## src/rtl/jtag_types_pkg.sv

```systemverilog
// Shared JTAG types: TAP states, IR opcodes and the opcode legality check.
package jtag_types_pkg;

  localparam int unsigned DEFAULT_IR_WIDTH = 4;

  typedef enum logic [3:0] {
    EXIT2_DR         = 4'h0,
    EXIT1_DR         = 4'h1,
    SHIFT_DR         = 4'h2,
    PAUSE_DR         = 4'h3,
    SELECT_IR        = 4'h4,
    UPDATE_DR        = 4'h5,
    CAPTURE_DR       = 4'h6,
    SELECT_DR        = 4'h7,
    EXIT2_IR         = 4'h8,
    EXIT1_IR         = 4'h9,
    SHIFT_IR         = 4'hA,
    PAUSE_IR         = 4'hB,
    RUN_TEST_IDLE    = 4'hC,
    UPDATE_IR        = 4'hD,
    CAPTURE_IR       = 4'hE,
    TEST_LOGIC_RESET = 4'hF
  } tap_state_t;

  localparam logic [3:0] EXTEST  = 4'b0000;
  localparam logic [3:0] IDCODE  = 4'b0001;
  localparam logic [3:0] SAMPLE  = 4'b0010;
  localparam logic [3:0] PRELOAD = 4'b0011;
  localparam logic [3:0] AHB     = 4'b0100;
  localparam logic [3:0] BYPASS  = 4'b1111;

  localparam logic [1:0] IR_CAPTURE_LSB = 2'b01;

  // Takes the opcode zero-extended to 32 bits so any IR_WIDTH can use it.
  function automatic logic is_valid_opcode(input logic [31:0] op);
    logic ok;
    ok = 1'b0;
    if (op == 32'(EXTEST) || op == 32'(IDCODE) || op == 32'(SAMPLE) ||
        op == 32'(PRELOAD) || op == 32'(AHB) || op == 32'(BYPASS))
      ok = 1'b1;
    return ok;
  endfunction

endpackage

```

## src/rtl/ir_shift_counter.sv

```systemverilog
// Saturating bit counter for IR shifts, cleared on capture.
module ir_shift_counter #(
  parameter int unsigned WIDTH = 3,
  parameter int unsigned MAX   = 5
) (
  input  logic             clk,
  input  logic             rst_n,
  input  logic             clr,
  input  logic             en,
  output logic [WIDTH-1:0] cnt
);

  always_ff @(posedge clk or negedge rst_n) begin
    if (!rst_n) begin
      cnt <= '0;
    end else if (clr) begin
      cnt <= '0;
    end else if (en && (cnt != WIDTH'(MAX))) begin
      cnt <= cnt + WIDTH'(1);
    end
  end

endmodule

```

## src/rtl/instruction_register.sv

```systemverilog
// JTAG instruction register: capture status, shift LSB first, latch on Update-IR.
module instruction_register
  import jtag_types_pkg::*;
#(
  parameter int unsigned IR_WIDTH = DEFAULT_IR_WIDTH
) (
  input  logic                TCK,
  input  logic                TRST,
  input  tap_state_t          tap_state,
  input  logic                TDI,
  output logic [IR_WIDTH-1:0] parallel_out,
  output logic                tdo,
  output logic                tdo_en,
  output logic                ir_len_error
);

  localparam int unsigned CNT_W   = $clog2(IR_WIDTH + 2);
  localparam int unsigned CNT_MAX = IR_WIDTH + 1;

  logic [IR_WIDTH-1:0] shift_reg;
  logic [IR_WIDTH-1:0] capture_val;
  logic [CNT_W-1:0]    shift_cnt;
  logic                in_capture;
  logic                in_shift;
  logic                len_ok;
  logic                op_ok;

  assign in_capture = (tap_state == CAPTURE_IR);
  assign in_shift   = (tap_state == SHIFT_IR);
  assign len_ok     = (shift_cnt == CNT_W'(IR_WIDTH));
  assign op_ok      = is_valid_opcode(32'(shift_reg));

  // Capture pattern reports the previous update's length error in bit 2.
  always_comb begin
    capture_val      = '0;
    capture_val[1:0] = IR_CAPTURE_LSB;
    capture_val[2]   = ir_len_error;
  end

  ir_shift_counter #(
    .WIDTH(CNT_W),
    .MAX  (CNT_MAX)
  ) u_cnt (
    .clk  (TCK),
    .rst_n(TRST),
    .clr  (in_capture),
    .en   (in_shift),
    .cnt  (shift_cnt)
  );

  always_ff @(posedge TCK or negedge TRST) begin
    if (!TRST) begin
      shift_reg <= IR_WIDTH'(IR_CAPTURE_LSB);
    end else if (in_capture) begin
      shift_reg <= capture_val;
    end else if (in_shift) begin
      shift_reg <= {TDI, shift_reg[IR_WIDTH-1:1]};
    end
  end

  // Wrong-length shifts and undefined opcodes both fall back to BYPASS.
  always_ff @(posedge TCK or negedge TRST) begin
    if (!TRST) begin
      parallel_out <= IR_WIDTH'(IDCODE);
      ir_len_error <= 1'b0;
    end else begin
      case (tap_state)
        TEST_LOGIC_RESET: begin
          parallel_out <= IR_WIDTH'(IDCODE);
          ir_len_error <= 1'b0;
        end
        UPDATE_IR: begin
          ir_len_error <= !len_ok;
          parallel_out <= (len_ok && op_ok) ? shift_reg : IR_WIDTH'(BYPASS);
        end
        default: ;
      endcase
    end
  end

  always_ff @(negedge TCK or negedge TRST) begin
    if (!TRST) begin
      tdo    <= 1'b0;
      tdo_en <= 1'b0;
    end else if (in_shift) begin
      tdo    <= shift_reg[0];
      tdo_en <= 1'b1;
    end else begin
      tdo_en <= 1'b0;
    end
  end

endmodule

```

## config.mk

```make
export PLATFORM = sky130hd
export DESIGN_NAME = instruction_register
export DESIGN_NICKNAME = d
export VERILOG_FILES = /design/src/rtl/jtag_types_pkg.sv /design/src/rtl/ir_shift_counter.sv /design/src/rtl/instruction_register.sv
export SDC_FILE = /design/constraint.sdc
export NUM_CORES = 1
export LEC_CHECK = 0
export BUFFER_PORTS_ARGS = -buffer_cell sky130_fd_sc_hd__buf_2
export CELL_PAD_IN_SITES_DETAIL_PLACEMENT = 2
export CELL_PAD_IN_SITES_GLOBAL_PLACEMENT = 2
export CORE_ASPECT_RATIO = 1.2
export CORE_MARGIN = 2
export CORE_UTILIZATION = 35
export CTS_BUF_LIST = sky130_fd_sc_hd__clkbuf_4 sky130_fd_sc_hd__clkbuf_8
export CTS_CLUSTER_DIAMETER = 200
export CTS_CLUSTER_SIZE = 24
export DETAILED_ROUTE_END_ITERATION = 16
export PLACE_DENSITY = 0.83
export SETUP_SLACK_MARGIN = 0.4
export SKIP_CTS_REPAIR_TIMING = 1
export SYNTH_ARGS = -nofsm -noshare
export SYNTH_HDL_FRONTEND = slang
export SYNTH_SLANG_ARGS = --single-unit
```

## constraint.sdc

```tcl
create_clock -name TCK -period 1.6 [get_ports TCK]
set_clock_uncertainty 0.15 [all_clocks]
set_input_delay 0 -clock TCK [delete_from_list [all_inputs] [get_ports TCK]]
set_output_delay 0 -clock TCK [all_outputs]
set_load 0.01 [all_outputs]
```

Word level (Yosys, flattened, before mapping). Cells that the tools add are included.

Output and inout port bits: 7. Bits in registers: 14. Input port bits: 7. Logic and storage cells: 39.

Muxes and demuxes: 9. Eq/ne operators: 11. $add $sub $neg: 1. Reduce and logical (&&, ||, !) cells: 12.

Operators with widths (count): == test 4 bit, second input constant (5); two-way mux 4 bit (3); == test 4 x 2 -> 1 bit, second input constant (2); case mux 4 bit (2 select lines) (1); two-way mux 3 bit (2); nonzero test 2 bit (3); logical OR 1 bit (5); == test 4 x 1 -> 1 bit, second input constant (1); == test 4 x 3 -> 1 bit, second input constant (1); zero test 4 bit (1); adder 3 x 1 -> 3 bit, second input constant (1); == test 3 bit, second input constant (1); != test 3 bit, second input constant (1); logical AND 1 bit (2); two-way mux 1 bit (2); case mux 1 bit (2 select lines) (1); zero test 1 bit (1).

Longest topological paths before layout.
Depth after elaboration: 10. Depth in mapped cells: 5. Gate-level depth less buffers: 5.

Modules after synthesis. From an unflattened synthesis, not the netlist that was laid out.

Cells, all modules: 60. Area total of the unflattened synthesis: 688.2 um2.

By module, submodules not included: instruction_register (area each 490.5 um2, sequential area each 277.8 um2, cells each 44, times used 1); ir_shift_counter (area each 197.7 um2, sequential area each 75.1 um2, cells each 16, times used 1).

==> flow_summary.json <==
{
  "status": "finished with violations",
  "violations": "negative setup slack",
  "ys.flop_type": "dfrtp_1",
  "r2r-end": "tdo$_DFFE_NN0P_",
  "finalSetupViolations": 3,
  "cts_tree": "built",
  "cp_top_family": "flip-flops",
  "htreeDepth": 1,
  "synth_nets": 76,
  "maxCapViolCount": 0,
  "synth_async_sr_flop_share_pct": 100.0,
  "numCtsBuffers": 3,
  "timing.final.ws_setup_ps": -265.1,
  "cp-startpoint": "tdo$_DFFE_NN0P_",
  "grt_first_pass_wirelength_mm": 3.077,
  "synth_top_area_share_pct": 35.03,
  "vias_per_cell": 5.672,
  "cts.clk_slew.worst_paths_ps": 70,
  "drive_gt1_share_pct": 54.00,
  "ios": 14,
  "post-route-util_pct": 56.51,
  "cp_num_buf_inv": 1,
  "netlist-cell-type-count": 31,
  "first_pass_iters": 4,
  "hold_viol_final": 0,
  "row_count": 17,
  "drtIter0Drc": 4,
  "cp-endpoint": "tdo",
  "rsz0062_at_grt": "yes",
  "place_ws_ps": -210.2,
  "synth-seq-cells": 14,
  "total_leakage_power_uw": 0.0005054,
  "start_util_pct": 37.74,
  "drc": 0,
  "antenna_found_initial": 0,
  "r2r_start": "shift_reg[0]$_DFFE_PN1P_",
  "die_h_um": 53.49,
  "syn_area_um2": 714.4,
  "powerDensity_mw_per_mm2": 1131,
  "cp_num_cells": 1,
  "synth_edf_count": 0,
  "relSlewSlack_pct": 72.62,
  "num_antenna_cells": 0,
  "synth_commonest_cells": "dfrtp_1, nand2_1, a21oi_1, o21ai_0",
  "grt_max_degree": 10,
  "gr-total-overflow": 0,
  "finalPower_uw": 1210,
  "maxSlewViolCount": 0,
  "root_buffer": "clkbuf_4",
  "vias": 675,
  "crit_type": "register to primary output",
  "detail_route.wl_per_cell_um": 23.34,
  "dp_hpwl_mm": 1.377,
  "worstRegToRegCells": 1,
  "crit_path_cell_trace": "buf_2",
  "cp.required_ps": 1450,
  "core_mm2": 0.001893,
  "cp_max_fo": 2,
  "r2r_setup_slack_ps": -130,
  "dieArea_mm2": 0.002420,
  "dp.cells": 103,
  "synth_warnings": 0,
  "critPathArrivalTime_ps": 1720,
  "worstMarginPinSlew_ps": 410.7,
  "finalWirelength_mm": 2.777,
  "peakVddDrop_mv": 0.6392,
  "clk_latency_ps": 300,
  "grt_pass1_vias": 635,
  "cts.sinks": 14,
  "ant_nets": 0,
  "syn_to_final_growth_pct": 49.74,
  "place_congestion": 0.7157,
  "grt_usage_pct": 18.92,
  "slowest_delay_ps": 460,
  "syn_area_per_cell_um2": 10.82,
  "seq_area_frac_synth_pct": 49.39,
  "syn_inst": 66,
  "end_kind": "primary output",
  "yosysTopAreaCell": "dfrtp_1",
  "slowest_stage": "dfrtn_1",
  "dieWidth_um": 45.25,
  "numPortBuffers": 13,
  "cp-start-kind": "register",
  "synthTopCellsByArea": "dfrtp_1, dfstp_2, dfrtn_1",
  "cts_max_path_buffers": 2,
  "min_path_type": "primary input to asynchronous set/reset pin",
  "fin_cells": 119,
  "final_nets": 111
}
## power by group
group          switching [uW]  internal (uW)  total (uW)
combinational             220            236         456
sequential               80.8            424         504
clock                     135            114         250
## per-layer routing
metal	vias up	track usage, %	share of wire (%)
met5	-	0	0
met4	0	14.22	1.7
li1	307	-	-
met1	345	21.67	45
met3	4	3.754	2.2
met2	19	30.24	51
## kinds of logic after synthesis
group / Yosys count / share of synthesized area, %
compound gates: 21 / 19.09
fa+ha+maj: 3 / 5.255
buf+inv: 5 / 5.604
flops: 14 / 49.39
mux: 2 / 2.977
simple gates: 21 / 17.69
## layout by cell type (no fill, tap or decap), types with 2 or more instances in the layout
| master | netlist | routed |
|---|---|---|
| a211oi_2 | 0 | 2 |
| a21oi_1 | 4 | 2 |
| a21oi_2 | 0 | 2 |
| buf_2 | 0 | 12 |
| buf_4 | 1 | 14 |
| buf_6 | 1 | 2 |
| clkbuf_4 | 0 | 4 |
| dfrtn_1 | 2 | 2 |
| dfrtp_1 | 10 | 9 |
| dfstp_2 | 2 | 2 |
| dlygate4sd3_1 | 0 | 5 |
| ha_4 | 0 | 3 |
| inv_2 | 0 | 2 |
| nand2_1 | 10 | 9 |
| nand2b_1 | 2 | 2 |
| o21ai_0 | 4 | 4 |
| o31ai_1 | 3 | 3 |
## area by class of cell
| cell class | instances | area (um2) |
|---|---|---|
| Fill cell | 188 | 823.3 |
| Timing Repair Buffer | 33 | 237.7 |
| Clock buffer | 4 | 30.03 |
| Sequential cell | 14 | 354.1 |
| Inverter | 2 | 7.507 |
| Multi-Input combinational cell | 47 | 416.7 |
| Tap cell | 19 | 23.77 |
## how the worst min path moves through the flow
stage | start | end | slack [ps] | cells after the start
after floorplan | TRST | ir_len_error$_DFFE_PN0P_ | -450 | 0
after global placement | TRST | parallel_out[3]$_DFFE_PN0P_ | -280 | 1
after detailed placement | TRST | parallel_out[3]$_DFFE_PN0P_ | -280 | 1
after CTS | TRST | parallel_out[3]$_DFFE_PN0P_ | -610 | 1
after global routing | TRST | tdo_en$_DFF_NN0_ | 30 | 1
final | TRST | tdo_en$_DFF_NN0_ | 30 | 1
## metrics by stage
stage / setup TNS (ps) / hold WS (ps) / area (um2)
floorplan: -147.3 / -445.6 / 728.2
global placement: -189.2 / -279.6 / 837.1
detailed placement: -210.2 / -280.9 / 837.1
CTS: -561.0 / -606.1 / 867.1
global route: -687.9 / 25.52 / 1070
finish: -588.4 / 27.16 / 1070
No activity file was read; power rests on OpenSTA's default activity.
